[src/rtl/core_mem_arb.sv]
// core_mem_arb: shares the single memory read/write port between the core
// load/store unit (c_*) and the front-panel console (p_*). Each access is
// latched on grant, presented on m_* until m_rdy_i, acknowledged with a
// one-cycle *_rdy_o pulse, then followed by one bubble cycle.
//
// Ports:
//   clk_i, arst_ni            clock, asynchronous active-low reset
//   c_val_i/c_wen_i/c_addr_i/c_wdata_i -> c_rdy_o/c_rdata_o   core requester
//   p_val_i/p_wen_i/p_addr_i/p_wdata_i -> p_rdy_o/p_rdata_o   console requester
//   m_val_o/m_wen_o/m_addr_o/m_wdata_o <- m_rdy_i/m_rdata_i   memory port
//   busy_o                    an access is granted or in its bubble cycle
//
// Compile-time option:
//   MEM_ARB_RR_EN  defined   -> round-robin tie-break (loser of last grant wins)
//                  undefined -> fixed priority, core wins every tie
module core_mem_arb #(
  parameter int unsigned AW = 8,
  parameter int unsigned DW = 16
) (
  input  logic          clk_i,
  input  logic          arst_ni,
  input  logic          c_val_i,
  input  logic          c_wen_i,
  input  logic [AW-1:0] c_addr_i,
  input  logic [DW-1:0] c_wdata_i,
  output logic          c_rdy_o,
  output logic [DW-1:0] c_rdata_o,
  input  logic          p_val_i,
  input  logic          p_wen_i,
  input  logic [AW-1:0] p_addr_i,
  input  logic [DW-1:0] p_wdata_i,
  output logic          p_rdy_o,
  output logic [DW-1:0] p_rdata_o,
  output logic          m_val_o,
  output logic          m_wen_o,
  output logic [AW-1:0] m_addr_o,
  output logic [DW-1:0] m_wdata_o,
  input  logic          m_rdy_i,
  input  logic [DW-1:0] m_rdata_i,
  output logic          busy_o
);

  typedef enum logic [1:0] {
    IDLE  = 2'd0,
    GRANT = 2'd1,
    DONE  = 2'd2
  } state_t;

  state_t state, state_nxt;
  logic   owner;     // 0 = core, 1 = console
  logic   grant;     // latch a new access this cycle
  logic   win;       // requester chosen when grant is high

`ifdef MEM_ARB_RR_EN
  logic last;

  // Tie goes to whoever did not win the previous grant.
  always_comb begin
    win = 1'b0;
    if (c_val_i && p_val_i) win = ~last;
    else                    win = p_val_i;
  end
`else
  // Fixed priority: console only wins when the core is not asking.
  always_comb begin
    win = ~c_val_i;
  end
`endif

  // Next-state and handshake decode.
  always_comb begin
    state_nxt = state;
    grant     = 1'b0;
    m_val_o   = 1'b0;
    c_rdy_o   = 1'b0;
    p_rdy_o   = 1'b0;
    busy_o    = 1'b1;
    unique case (state)
      IDLE: begin
        busy_o = 1'b0;
        if (c_val_i || p_val_i) begin
          grant     = 1'b1;
          state_nxt = GRANT;
        end
      end
      GRANT: begin
        m_val_o = 1'b1;
        if (m_rdy_i) begin
          c_rdy_o   = ~owner;
          p_rdy_o   = owner;
          state_nxt = DONE;
        end
      end
      DONE: begin
        state_nxt = IDLE;
      end
      default: begin
        state_nxt = IDLE;
      end
    endcase
  end

  // State register and grant-time payload latch.
  always_ff @(posedge clk_i or negedge arst_ni) begin
    if (!arst_ni) begin
      state     <= IDLE;
      owner     <= 1'b0;
      m_wen_o   <= 1'b0;
      m_addr_o  <= '0;
      m_wdata_o <= '0;
    end else begin
      state <= state_nxt;
      if (grant) begin
        owner     <= win;
        m_wen_o   <= win ? p_wen_i   : c_wen_i;
        m_addr_o  <= win ? p_addr_i  : c_addr_i;
        m_wdata_o <= win ? p_wdata_i : c_wdata_i;
      end
    end
  end

`ifdef MEM_ARB_RR_EN
  // Reset to console so the core takes the first tie.
  always_ff @(posedge clk_i or negedge arst_ni) begin
    if (!arst_ni)   last <= 1'b1;
    else if (grant) last <= win;
  end
`endif

  // Read data is shared; each copy is meaningful only with its rdy.
  assign c_rdata_o = m_rdata_i;
  assign p_rdata_o = m_rdata_i;

endmodule

[config.mk]
export PLATFORM = sky130hd
export DESIGN_NAME = core_mem_arb
export DESIGN_NICKNAME = d
export VERILOG_FILES = /design/src/rtl/core_mem_arb.sv
export SDC_FILE = /design/constraint.sdc
export NUM_CORES = 1
export LEC_CHECK = 0
export CAP_MARGIN = 20
export CORE_MARGIN = 3
export CORE_UTILIZATION = 34
export DETAILED_ROUTE_END_ITERATION = 8
export PLACE_DENSITY_LB_ADDON = 0.12
export SYNTH_ARGS = -nofsm -noshare
export SYNTH_HDL_FRONTEND = slang
export SYNTH_SLANG_ARGS = --single-unit
[constraint.sdc]
create_clock -name clk_i -period 1.9 [get_ports clk_i]
set_clock_uncertainty 0.05 [all_clocks]
set_input_delay 0.38 -clock clk_i [delete_from_list [all_inputs] [get_ports clk_i]]
set_output_delay 0.38 -clock clk_i [all_outputs]
set_load 0.05 [all_outputs]
Word-level counts from Yosys, hierarchy flattened:

Cells that the tools add are included.

* equality and inequality tests: 3
* mux-type cells: 14
* bitwise logic cells: 2
* reductions and logical operators: 3

Operators by type and width (count)
* 2-to-1 mux 16 bit: 1
* 2-to-1 mux 1 bit: 9
* 2-to-1 mux 8 bit: 1
* 2-to-1 mux 2 bit: 2
* inequality test 2 bit (second input constant): 2
* case mux 2 bit (2 select lines): 1
* == test 2 x 1 -> 1 bit (second input constant): 1
* logical NOT 2 bit: 1
* NOT 1 bit: 2
* AND reduction 2 bit: 1
* logical OR 1 bit: 1

* register bits after elaboration: 28
* bits of input ports: 71
* output and inout port bits: 61
* word-level logic and storage cells: 27

Logic depth before layout (Yosys ltp):

Gate-level depths: netlist (run 1).

* depth after elaboration: 3
* gate-level depth with buffers: 5

Least setup slack after synthesis (run 1):

Ideal clock, no wire load.

* path type: reg-to-output
* from: register state[1]
* to: output port c_rdy_o
* arrival: 2.097 ns
* path slack: -0.627 ns
* cell stages (with the launch flop): 4
* cell sequence: dfrtp_1 > nor2b_1 > and2_1 > nor2b_1

* cells in the longest elaborated chain, start to end: 2

Ends and longest elaborated chain
* start: declaration: line 49 `state_t state, state_nxt;`
* start signal: assignment: line 112 `state <= state_nxt;`
* == test 2 x 1 -> 1 bit: line 78 `unique case (state)`
* 2-to-1 mux 1 bit: line 78
* end: declaration: line 26 `output logic c_rdy_o,`

No other way between the ends.

Worst setup path after layout (run 1):

* from: input port m_rdy_i
* to: output port c_rdy_o

* cells in the longest elaborated chain, start to end: 2

Ends and longest elaborated chain
* start: declaration: line 38 `input logic m_rdy_i,`
* 2-to-1 mux 1 bit: line 88 `if (m_rdy_i) begin`
* 2-to-1 mux 1 bit: line 78

No other way between the ends.

==> impl.org, run 1 <==
** Outcome
- The flow ran to the end, and the final reports show no timing, DRC or antenna violations.

** Die
- Die X-Extent :: between 70 and 80 um
- Total I/O pin count :: approximately 130
- The die is roughly 77 um tall.
- Die Outline Area :: between 0.005 and 0.006 sq mm
- In this run the standard cell core region covers approximately 0.0048 sq mm.
- Row generation in the floorplan step produced 25 rows.
- Initial core utilization :: 0.357

** Worst setup path
- Path type of the worst setup path :: input port to primary output
- Maximum fanout along the worst path :: 3
- The worst register-to-register path ends at m_wdata_o[4]$_DFFE_PN0P_.
- Nature of the critical path startpoint :: input port
- At the worst endpoint, the arrival time is ~1.3 ns.
- Setup slack on the worst reg-to-reg path comes out at ~0.24 ns.
- Endpoint type of the worst setup path :: primary output
- STA puts the critical path data required time at roughly 1.5 ns.
- The worst register-to-register path has a depth of 4.
- In this run the critical register-to-register path is launched from state[1]$_DFFE_PN0P_.

** Logic synthesis
- Per-instance average area after synthesis :: about 13 sq um
- Counting every instance in the synthesized netlist gives roughly 130.
- #FFs+latches synth :: 28
- Counting every net in the synthesized netlist gives between 150 and 200.
- Area of the mapped netlist :: 0.00171 sq mm
- Sequential cell area fraction in the yosys report :: 0.410
- Synth Warn # :: 0
- Count of unique library cells instantiated by Yosys :: 15

** Finish
- The multi-input combinational cells in the finished layout cover a total of between 600 and 700 sq um.
- Of the cells placed in the final design, the portion with a size suffix greater than 1 is 0.494.
- Number of diodes added for antenna fixing :: 0
- Growth of design area from synthesis to finish :: 39.8%
- Final-stage net count :: 253
- Measured on the finished design, the core utilization comes to 0.499.
- Sequential Area :: between 700 and 800 sq um
- Filler cell count in the final layout :: 413

** Timing
- Headroom to the max-slew limit came out at 0.765.
- The smallest clock period supported by the final layout is computed as approximately 1.8 ns.
- Worst slew pin tran :: about 0.35 ns
- Final period util :: 0.927
- Setup repair after global routing left no endpoint under its margin.
- Setup ws final :: approximately 0.14 ns
- Number of setup violations in the final report :: 0
- Static timing analysis puts the maximum clock frequency at roughly 570 MHz.
- Fin. max-slew vios :: 0
- Hold Worst Slack :: roughly 0.43 ns
- Final hold viol count :: 0

** Clock network
- Num CTS Buffers :: 3
- Clk Tree Root Cell :: sky130_fd_sc_hd__clkbuf_8
- After clock tree synthesis, the repair step resized 0 gates.
- The clock passes through at most 2 buffers.
- CTS Hold Bufs :: 0
- CTS built an H-tree with a depth of 1.
- After clock tree synthesis, the setup repair step added 0 buffers.
- The clock reaches the later pin of the worst-skew pair after approximately 0.26 ns.
- CTS sink cnt :: 28
- Clock-pin slew was measured on the worst setup and hold paths at 0.09 ns.
- TritonCTS built the clock tree.

** GRT
- Via count of the first global-routing pass :: between 1000 and 1500
- Summed over all layers, the global routing overflow is 0.
- Maximum number of pins on one net before global-route repair :: 29
- Antenna violations before repair :: 0
- The first global-routing pass estimated 6070 um of wire.
- In the global route stage, overall resource usage came out at 0.126.

** Detailed routing
- Dividing the detail-routed via count by the number of cells gives about 4.4.
- First-pass detailed-route iteration total :: 2
- Post-route ant nets :: 0
- The first routing iteration left 19 violations.
- Number of vias in the routed layout :: between 1000 and 1500
- Count of unresolved DRC violations after routing :: 0
- Final wirelength :: between 3000 and 4000 um
- Dividing the detail-routed wire length by the instance count gives between 10 and 15 um.

** Power
- Static Leak :: between 1 and 1.5 nW
- Maximum vdd ir drop :: 0.881 mV
- Post-route total power :: slightly above 0.004 W
- Power spread over the standard cell area amounts to about 1700 mW/mm^2.

** Placement
- Worst slack after detailed placement :: -0.0642 ns
- Buffers placed on the I/O ports in this run total 83.
- Summed over all nets, the half-perimeter wirelength after detailed placement is about 2800 um.
- Routability Congestion :: 0.685

** Job
- Max cap viols :: 0

** Hold path
- The path class of the tightest hold or removal check is input port to async pin.
-- per-stage QoR --
stage          TNS [ns]  cell area [sq um]  instances
2_1_floorplan         0               1720        127
3_3_place_gp     -0.274               2350        244
3_5_place_dp      -1.01               2350        244
4_1_cts               0               2390        247
5_1_grt               0               2390        247
6_report              0               2390        247
-- layout make-up --
cell class,count,share of cell area
Multi-Input combinational cell,59,0.292
Inverter,2,0.00314
Timing Repair Buffer,88,0.359
Tap cell,67,0.0351
Sequential cell,28,0.293
Clock buffer,3,0.0173
-- logic make-up after synthesis --
family | Yosys count | synth area share
multiplexers | 50 | 0.371
flip-flops | 28 | 0.410
buffers and inverters | 40 | 0.187
AO/OA/AOI/OAI | 4 | 0.0146
AND/OR/NAND/NOR | 5 | 0.0168
-- worst max-delay path, cell delays in order --
cell,delay [ns]
sky130_fd_sc_hd__clkdlybuf4s50_1,0.48
sky130_fd_sc_hd__and2_1,0.14
sky130_fd_sc_hd__nor2b_2,0.18
sky130_fd_sc_hd__buf_12,0.15
-- cells in the final DEF (no fill, tap or decap), types with 2 or more instances in the layout --
cell and count:
sky130_fd_sc_hd__buf_4 29, sky130_fd_sc_hd__dfrtp_1 28, sky130_fd_sc_hd__clkdlybuf4s50_1 54, sky130_fd_sc_hd__a21oi_1 2, sky130_fd_sc_hd__clkbuf_8 3, sky130_fd_sc_hd__inv_1 2, sky130_fd_sc_hd__buf_12 5, sky130_fd_sc_hd__mux2_4 19
sky130_fd_sc_hd__mux2_2 31
-- power breakdown --
part	switching (W)	internal (W)	total [W]
combinational	0.00155	0.00111	0.00266
sequential	0.000179	0.000900	0.00108
clock	0.000168	0.000142	0.000310
-- synthesized netlist by cell type --
cell type	count	area share
sky130_fd_sc_hd__buf_4	32	0.14
sky130_fd_sc_hd__mux2_2	31	0.20
sky130_fd_sc_hd__dfrtp_1	28	0.41
sky130_fd_sc_hd__mux2_4	19	0.17
sky130_fd_sc_hd__a21oi_1	2	0.0059
sky130_fd_sc_hd__buf_12	2	0.023
sky130_fd_sc_hd__buf_2	2	0.0059
sky130_fd_sc_hd__buf_6	2	0.013
sky130_fd_sc_hd__inv_1	2	0.0044
sky130_fd_sc_hd__nor2b_1	2	0.0073
sky130_fd_sc_hd__a21o_1	1	0.0044
sky130_fd_sc_hd__and2_1	1	0.0037
sky130_fd_sc_hd__and3_1	1	0.0037
sky130_fd_sc_hd__nor2_1	1	0.0022
sky130_fd_sc_hd__o21a_1	1	0.0044
-- how the worst max path moves through the flow --
stage	depth (start not counted)	slack, ns	endpoint	from
floorplan	3	0.11	c_rdy_o	state[1]$_DFFE_PN0P_
global placement	4	-0.03	m_wdata_o[1]$_DFFE_PN0P_	c_val_i
detailed placement	4	-0.06	m_addr_o[1]$_DFFE_PN0P_	c_val_i
CTS	4	0.13	c_rdy_o	m_rdy_i
global route	4	0.08	c_rdy_o	state[1]$_DFFE_PN0P_
finish	4	0.14	c_rdy_o	m_rdy_i
-- flip-flops by register name (all words and copies together) (netlist names) --
register,flops
m_wdata_o,16
m_addr_o,8
state,2
m_wen_o,1
owner,1
-- layer usage --
layer	track usage	wire length, um	vias to the layer above	part of all wire
met5	0	0	-	0
met4	0.0326	17	0	0.0048
met3	0.0423	321	4	0.090
met2	0.202	1610	66	0.45
met1	0.162	1610	505	0.45
li1	-	-	504	-
Power figures use the tool's default switching activity.
==> run 2, diff against run 1 <==
--- a/config.mk
+++ b/config.mk
@@ -9,3 +9,4 @@
 export CORE_MARGIN = 3
-export CORE_UTILIZATION = 34
+export CORE_UTILIZATION = 36
+export CTS_CLUSTER_DIAMETER = 40
 export DETAILED_ROUTE_END_ITERATION = 8
==> constraint.sdc (replaced) <==
create_clock -name clk_i -period 2.1 [get_ports clk_i]
set_clock_uncertainty 0.05 [all_clocks]
set_input_delay 0.63 -clock clk_i [delete_from_list [all_inputs] [get_ports clk_i]]
set_output_delay 0.63 -clock clk_i [all_outputs]
set_load 0.05 [all_outputs]
==> impl.org, run 2 (synthesized netlist as in run 1, its figures left out) <==
** Timing
- The max-slew violation total from the final report was 0.
- For the pin with the worst max-slew slack, the measured transition is about 0.36 ns.
- After layout, the worst setup slack is between 0.08 and 0.09 ns.
- Worst-case headroom to the max-slew limit :: 0.763
- Of the available clock period, the critical path in the final layout requires 0.960.
- Achievable Freq :: 496 MHz
- Final hold viol count :: 0
- Hold timing on the final database bottoms out at a slack of approximately 0.47 ns.
- Number of setup violations in the final report :: 0
- RSZ-0062 raised after global routing :: no
- The worst path in the final design needs a cycle of between 2 and 2.5 ns, including I/O delays and setup.

** Detailed routing
- The first detailed-routing pass took 4 iterations.
- Average vias per placed instance :: 4.67
- Count of unresolved DRC violations after routing :: 0
- Number of vias in the routed layout :: about 1100
- Routed length per placed instance :: 15.6 um
- Final wirelength :: 3650 um
- In this run the remaining antenna-violating nets after routing total 0.
- Violation count after the first detailed-route iteration :: 30

** Finish
- Area of combinational cells with multiple inputs :: between 700 and 800 sq um
- The sequential cells in the finished layout cover a total of between 700 and 800 sq um.
- The repair_antennas step left the layout with diodes totalling 0.
- After the last flow step, the layout net total stands at approximately 250.
- Largest register by flop count :: m_wdata_o
- Of the cells placed in the final design, the portion with a size suffix greater than 1 is 0.505.
- The layout has 400 filler cells.
- Layout Cell Area excl Fill :: 0.00240 sq mm
- Growth of design area from synthesis to finish :: 40.3%
- Commonest cells after routing, fill and taps aside :: 53 x sky130_fd_sc_hd__clkdlybuf4s50_1, 31 x sky130_fd_sc_hd__mux2_2, 30 x sky130_fd_sc_hd__buf_4
- The library cell used most frequently in the layout, excluding fill and tap cells, is sky130_fd_sc_hd__clkdlybuf4s50_1.
- The largest registers in the layout are m_wdata_o (16), m_addr_o (8), state (2).
- Number of flip-flops under the largest register name :: 16
- Fin util :: 0.536

** Die
- In this run the core area contains 24 standard-cell rows.
- Initial core utilization :: 0.382
- between 100 and 150 I/O pins were placed.
- From bottom edge to top edge, the die measures roughly 75 um.
- Die Outline Area :: between 0.005 and 0.006 sq mm
- The floorplan step defined a core boundary enclosing about 0.0045 sq mm.
- From left edge to right edge, the die measures ~75 um.

** Clock network
- TritonCTS created 3 clock buffers.
- Counting along the longest clock path gives a buffer depth of 2.
- Clock tree from TritonCTS :: yes
- Clk Tree Root Cell :: sky130_fd_sc_hd__clkbuf_8
- For this design, the CTS-stage hold fixing added 0 buffers.
- Clock transition time at the flip-flop clock pins of the worst setup and hold paths :: 0.10 ns
- CTS H-tree depth :: 1
- At the later pin of the worst-skew pair, clock insertion delay measures 0.27 ns.
- Counting every sink on the clock net gives 28.

** Power
- Across the VDD grid, the largest voltage drop is a little under 0.7 mV.
- Pwr dens :: ~1600 mW/mm^2
- Static Leak :: 1.07 nW
- Overall power consumption after layout is estimated at around 0.0038 W.

** Worst setup path
- Nature of the critical path startpoint :: flip-flop
- Maximum fanout along the worst path :: 4
- CP Data Arrival Time :: 1.34 ns
- CP required :: 1.42 ns
- Endpoint type of the worst setup path :: primary output
- Path type of the worst setup path :: flip-flop to primary output

** Outcome
- The flow ran to the end, and the final reports show no timing, DRC or antenna violations.

** Hold path
- Worst min path class :: flip-flop to flip-flop

** GRT
- GR Util All Layers :: 0.130
- The first global-routing pass estimated ~5600 um of wire.
- The number of global-route vias before repair was between 1000 and 1500.
- Maximum number of pins on one net before global-route repair :: 29
- Grt total ovfl :: 0
- Antenna violations before repair :: 0

** Job
- The tool flagged a number of max-cap violations equal to 0.

** Placement
- Routability Congestion :: 0.692
- Worst slack after detailed placement :: -0.177 ns
- Port buffering added 83 buffers.
- Summed over all nets, the half-perimeter wirelength after detailed placement is ~2900 um.
- In this run the cell area measured after placement is between 0.002 and 0.0025 sq mm.
## run 2: final timing paths
check / to / cells past startpoint / from / slack, ns
min reg2reg: m_addr_o[4]$_DFFE_PN0P_ / 1 / m_addr_o[4]$_DFFE_PN0P_ / 0.47
max in group asynchronous: m_addr_o[4]$_DFFE_PN0P_ / 2 / arst_ni / 1.05
min: m_addr_o[4]$_DFFE_PN0P_ / 1 / m_addr_o[4]$_DFFE_PN0P_ / 0.47
max reg2reg: m_wdata_o[3]$_DFFE_PN0P_ / 4 / state[1]$_DFFE_PN0P_ / 0.48
min in group asynchronous: m_wdata_o[7]$_DFFE_PN0P_ / 2 / arst_ni / 0.68
max: c_rdy_o / 4 / state[1]$_DFFE_PN0P_ / 0.08
## run 2: routing by layer
| layer | track usage | wire [um] |
|---|---|---|
| met1 | 0.145 | 1340 |
| met2 | 0.233 | 1950 |
| met3 | 0.0401 | 288 |
| met4 | 0.0474 | 76 |
| met5 | 0 | 0 |
## run 2: power by group
| part | internal [W] | switching, W |
|---|---|---|
| logic | 0.00104 | 0.00141 |
| registers | 0.000814 | 0.000161 |
| clock network | 0.000168 | 0.000167 |
| total | 0.00202 | 0.00174 |
## run 2: stage by stage
step / instances / TNS (ns)
after global routing: 234 / 0
after global placement: 230 / -2.33
after CTS: 234 / 0
after detailed placement: 230 / -2.75
after floorplan: 127 / 0
final: 234 / 0
## run 2: repair_timing
| action | CTS | global route |
|---|---|---|
| buffers inserted | 0 | 0 |
| resized for setup | 3 | 0 |
| endpoints found under the setup margin | 2 | 0 |
## run 2: layout make-up
| class | count | area share |
|---|---|---|
| repair buffers | 89 | 0.360 |
| multi-input cells | 59 | 0.294 |
| flip-flops and latches | 28 | 0.292 |
| well taps | 52 | 0.0271 |
| clock buffers | 4 | 0.0230 |
| inverters | 2 | 0.00313 |
## run 2: critical path, stage by stage, from the launching register on
cell,delay (ns)
sky130_fd_sc_hd__dfrtp_1,0.42
sky130_fd_sc_hd__nor2b_4,0.17
sky130_fd_sc_hd__and2_4,0.16
sky130_fd_sc_hd__nor2b_4,0.15
sky130_fd_sc_hd__buf_12,0.14
==> run 3, diff against run 2 <==
ABC_AREA = 1   (was unset)
==> impl.org, run 3 <==
** Worst setup path
- Count of buffer and inverter cells on the critical path :: 3
- The worst register-to-register path has a setup slack of 0.85 ns.
- The number of cells on the worst reg-to-reg path is 5.
- In this run the critical register-to-register path is captured at m_addr_o[6]$_DFFE_PN0P_.
- Nature of the critical path startpoint :: input port
- At the worst endpoint, the required time is ~1.4 ns.
- CP peak stage delay :: roughly 0.23 ns
- The largest individual stage delay along the critical path comes from the cell sky130_fd_sc_hd__dlygate4sd2_1.
- Among cell families on the critical path, the largest total delay comes from buffers and inverters.
- Maximum fanout along the worst path :: 3
- Path type of the worst setup path :: input port to primary output
- CP Data Arrival Time :: roughly 1.3 ns
- The critical path runs through a total of 4 cells.
- In this run the critical register-to-register path is launched from state[0]$_DFFE_PN0P_.
- The worst setup path is captured at a primary output.
- Critical-path cell list :: dlygate4sd2_1 > inv_1 > nor3_2 > buf_12

** Logic synthesis
- Area of the mapped netlist :: ~0.0017 sq mm
- Area leader, netlist :: sky130_fd_sc_hd__dfrtp_1
- Synth Warn # :: 0
- Most instantiated library cell after synthesis :: sky130_fd_sc_hd__nand2_1
- The synthesized design contains 28 register bits.
- Of the post-synthesis cell area, the dominant cell type holds 0.411.
- Post-Syn Nets :: roughly 310
- The commonest cells after synthesis are 155 x sky130_fd_sc_hd__nand2_1, 34 x sky130_fd_sc_hd__buf_4, 28 x sky130_fd_sc_hd__dfrtp_1, 5 x sky130_fd_sc_hd__buf_6, 5 x sky130_fd_sc_hd__inv_1.
- Per-instance average area after synthesis :: ~7.1 sq um
- Count of unique library cells instantiated by Yosys :: 15
- Async set-or-reset flop fraction in the synthesized netlist :: 1.00
- Sequential cell area fraction in the yosys report :: 0.411
- Synthesis handed over a netlist of between 200 and 250 instances.
- Post-synth EDFFs :: 0
- For this run, the leading register cell type out of synthesis is sky130_fd_sc_hd__dfrtp_1.
- In the post-synthesis netlist, the biggest area contributors are sky130_fd_sc_hd__dfrtp_1 41%, sky130_fd_sc_hd__nand2_1 34%, sky130_fd_sc_hd__buf_4 15%.

** Detailed routing
- Count of unresolved DRC violations after routing :: 0
- Routed length per placed instance :: between 10 and 15 um
- After detailed routing, the number of vias per cell comes to 4.27.
- For this block, the routed nets add up to slightly below 4000 um of wire.
- Violation count after the first detailed-route iteration :: 52
- First-pass detailed-route iteration total :: 4
- Once detail routing completed, the nets flagged for antenna violations numbered 0.
- Number of vias in the routed layout :: roughly 1500

** Hold path
- Worst min path class :: flip-flop to flip-flop
- The path with the worst hold slack has its endpoint at m_addr_o[3]$_DFFE_PN0P_.
- The worst hold path was traced through 2 stages.
- In this run the most critical hold path is launched from m_addr_o[3]$_DFFE_PN0P_.

** Die
- Standard cell core area :: 0.00447 sq mm
- Vert. Die Dim :: about 75 um
- Initial core utilization :: 0.381
- The die is approximately 75 um wide.
- Pin placement for this block handled approximately 130 I/O pins.
- The die covers 0.00560 sq mm.
- FP Rows :: 24

** Outcome
- Run status :: finished, final reports clean

** Clock network
- Setup fix buffers added after clock tree synthesis :: 0
- CTS H-tree depth :: 1
- For this design, the sink count on the clock tree is 28.
- In this run, CTS created clock tree buffers numbering 3.
- CTS Hold Bufs :: 0
- Clk Tree Root Cell :: sky130_fd_sc_hd__clkbuf_8
- The clock reaches the later pin of the worst-skew pair after 0.26 ns.
- Clock transition time at the flip-flop clock pins of the worst setup and hold paths :: roughly 0.090 ns
- TritonCTS built the clock tree.
- The longest clock path from root to sink contains 2 buffers.

** GRT
- For this run, the total global-route usage over all layers was measured as 0.141.
- Maximum number of pins on one net before global-route repair :: 28
- Wire length of the first global-routing pass :: between 6000 and 7000 um
- The number of global-route vias before repair is about 1300.
- The number of antenna violations at the first check in global routing was 0.
- Grt total ovfl :: 0

** Timing
- Minimum clock period after layout :: roughly 2.0 ns
- The max-slew violation total from the final report was 0.
- Hold Worst Slack :: roughly 0.44 ns
- The final hold violation count came to 0.
- RSZ-0062 raised after global routing :: no
- Of the available clock period, the critical path in the final layout requires 0.951.
- At the pin with the least slew margin, the transition time is about 0.35 ns.
- Worst-case headroom to the max-slew limit :: 0.767
- For this run, the top clock speed supported by timing is between 500 and 600 MHz.
- Number of setup violations in the final report :: 0
- Setup TNS Final :: 0 ns

** Finish
- Most common cell after layout, fill and taps aside :: sky130_fd_sc_hd__nand2_1
- Non-filler instance count after layout :: around 340
- The register with the most flip-flops in the layout has 16 of them.
- Counting flops per register, the top entry is m_wdata_o.
- Number of diodes added for antenna fixing :: 0
- After the last flow step, the layout net total stands at about 360.
- In the layout the commonest cells are 155 x sky130_fd_sc_hd__nand2_1, 53 x sky130_fd_sc_hd__clkdlybuf4s50_1, 31 x sky130_fd_sc_hd__buf_4.
- In the final layout, the share of cells above drive strength 1 is 0.154.
- Top flop regs :: m_wdata_o (16), m_addr_o (8), state (2)
- Compared with the post-synthesis result, the final layout area differs by 39.4%.

** Job
- Max cap viols :: 0

** Power
- Maximum vdd ir drop :: 0.572 mV
- In this run the power density over the cells is between 1000 and 1500 mW/mm^2.
- Static Leak :: 1.30 nW

** Placement
- The congestion estimate from routability-driven global placement came to between 0.6 and 0.7.
- Count of input and output buffers :: 83
- After detailed placement, the design holds a cell count of 340.
- Once detailed placement completed, the half-perimeter wirelength came to 2840 um.
[run 3: cells by family after synthesis]
family                 after synthesis  share of synthesized area
and+or+nand+nor                    164                      0.383
buffers and inverters               47                      0.203
DFF                                 28                      0.411
AOI/OAI and AO/OA                    1                    0.00293
[run 3: repair_timing]
action | in CTS | in global routing
endpoints found under the setup margin | 2 | 0
resized for setup | 1 | 0
endpoints found under the hold margin | 0 | 0
[run 3: metrics by stage]
stage                     setup slack, ns  power (W)   util  area (sq um)
after floorplan                    0.0779    0.00252      -          1710
after global placement             -0.169    0.00304  0.515          2310
after detailed placement           -0.186    0.00305  0.515          2310
after CTS                          0.0979    0.00349  0.531          2380
after global routing               0.0289    0.00366  0.531          2380
final                               0.103    0.00343  0.531          2380
[run 3: power by group]
part	internal [W]	switching, W	total (W)
combinational	0.000661	0.00143	0.00209
clock	0.000255	0.000167	0.000422
sequential	0.000787	0.000130	0.000917
[run 3: area by class of cell]
class | instances | area, sq um
clock buffer | 3 | 41.3
clock inverter | 1 | 30.0
fill | 428 | 2100
inverter | 6 | 25.0
multi-input combinational | 165 | 662
sequential | 28 | 701
tap | 52 | 65.1
timing repair buffer | 89 | 852
[run 3: worst max-delay path by stage]
stage	end	slack, ns	startpoint
after floorplan	c_rdy_o	0.08	m_rdy_i
after global placement	c_rdy_o	-0.17	m_rdy_i
after detailed placement	c_rdy_o	-0.19	m_rdy_i
after CTS	c_rdy_o	0.1	m_rdy_i
after global routing	c_rdy_o	0.03	m_rdy_i
final	c_rdy_o	0.10	m_rdy_i
[run 3: per-layer routing]
layer,global-route usage,vias to the layer above,share of wire
met5,0,-,0
met4,0.0296,0,0.0026
met3,0.0467,2,0.10
met2,0.215,60,0.41
met1,0.195,626,0.49
li1,-,782,-
[run 3: worst min-delay path, stage by stage (launching register included)]
cell	delay, ns
sky130_fd_sc_hd__dfrtp_1	0.36
sky130_fd_sc_hd__nand2_1	0.05
sky130_fd_sc_hd__nand2_1	0.05
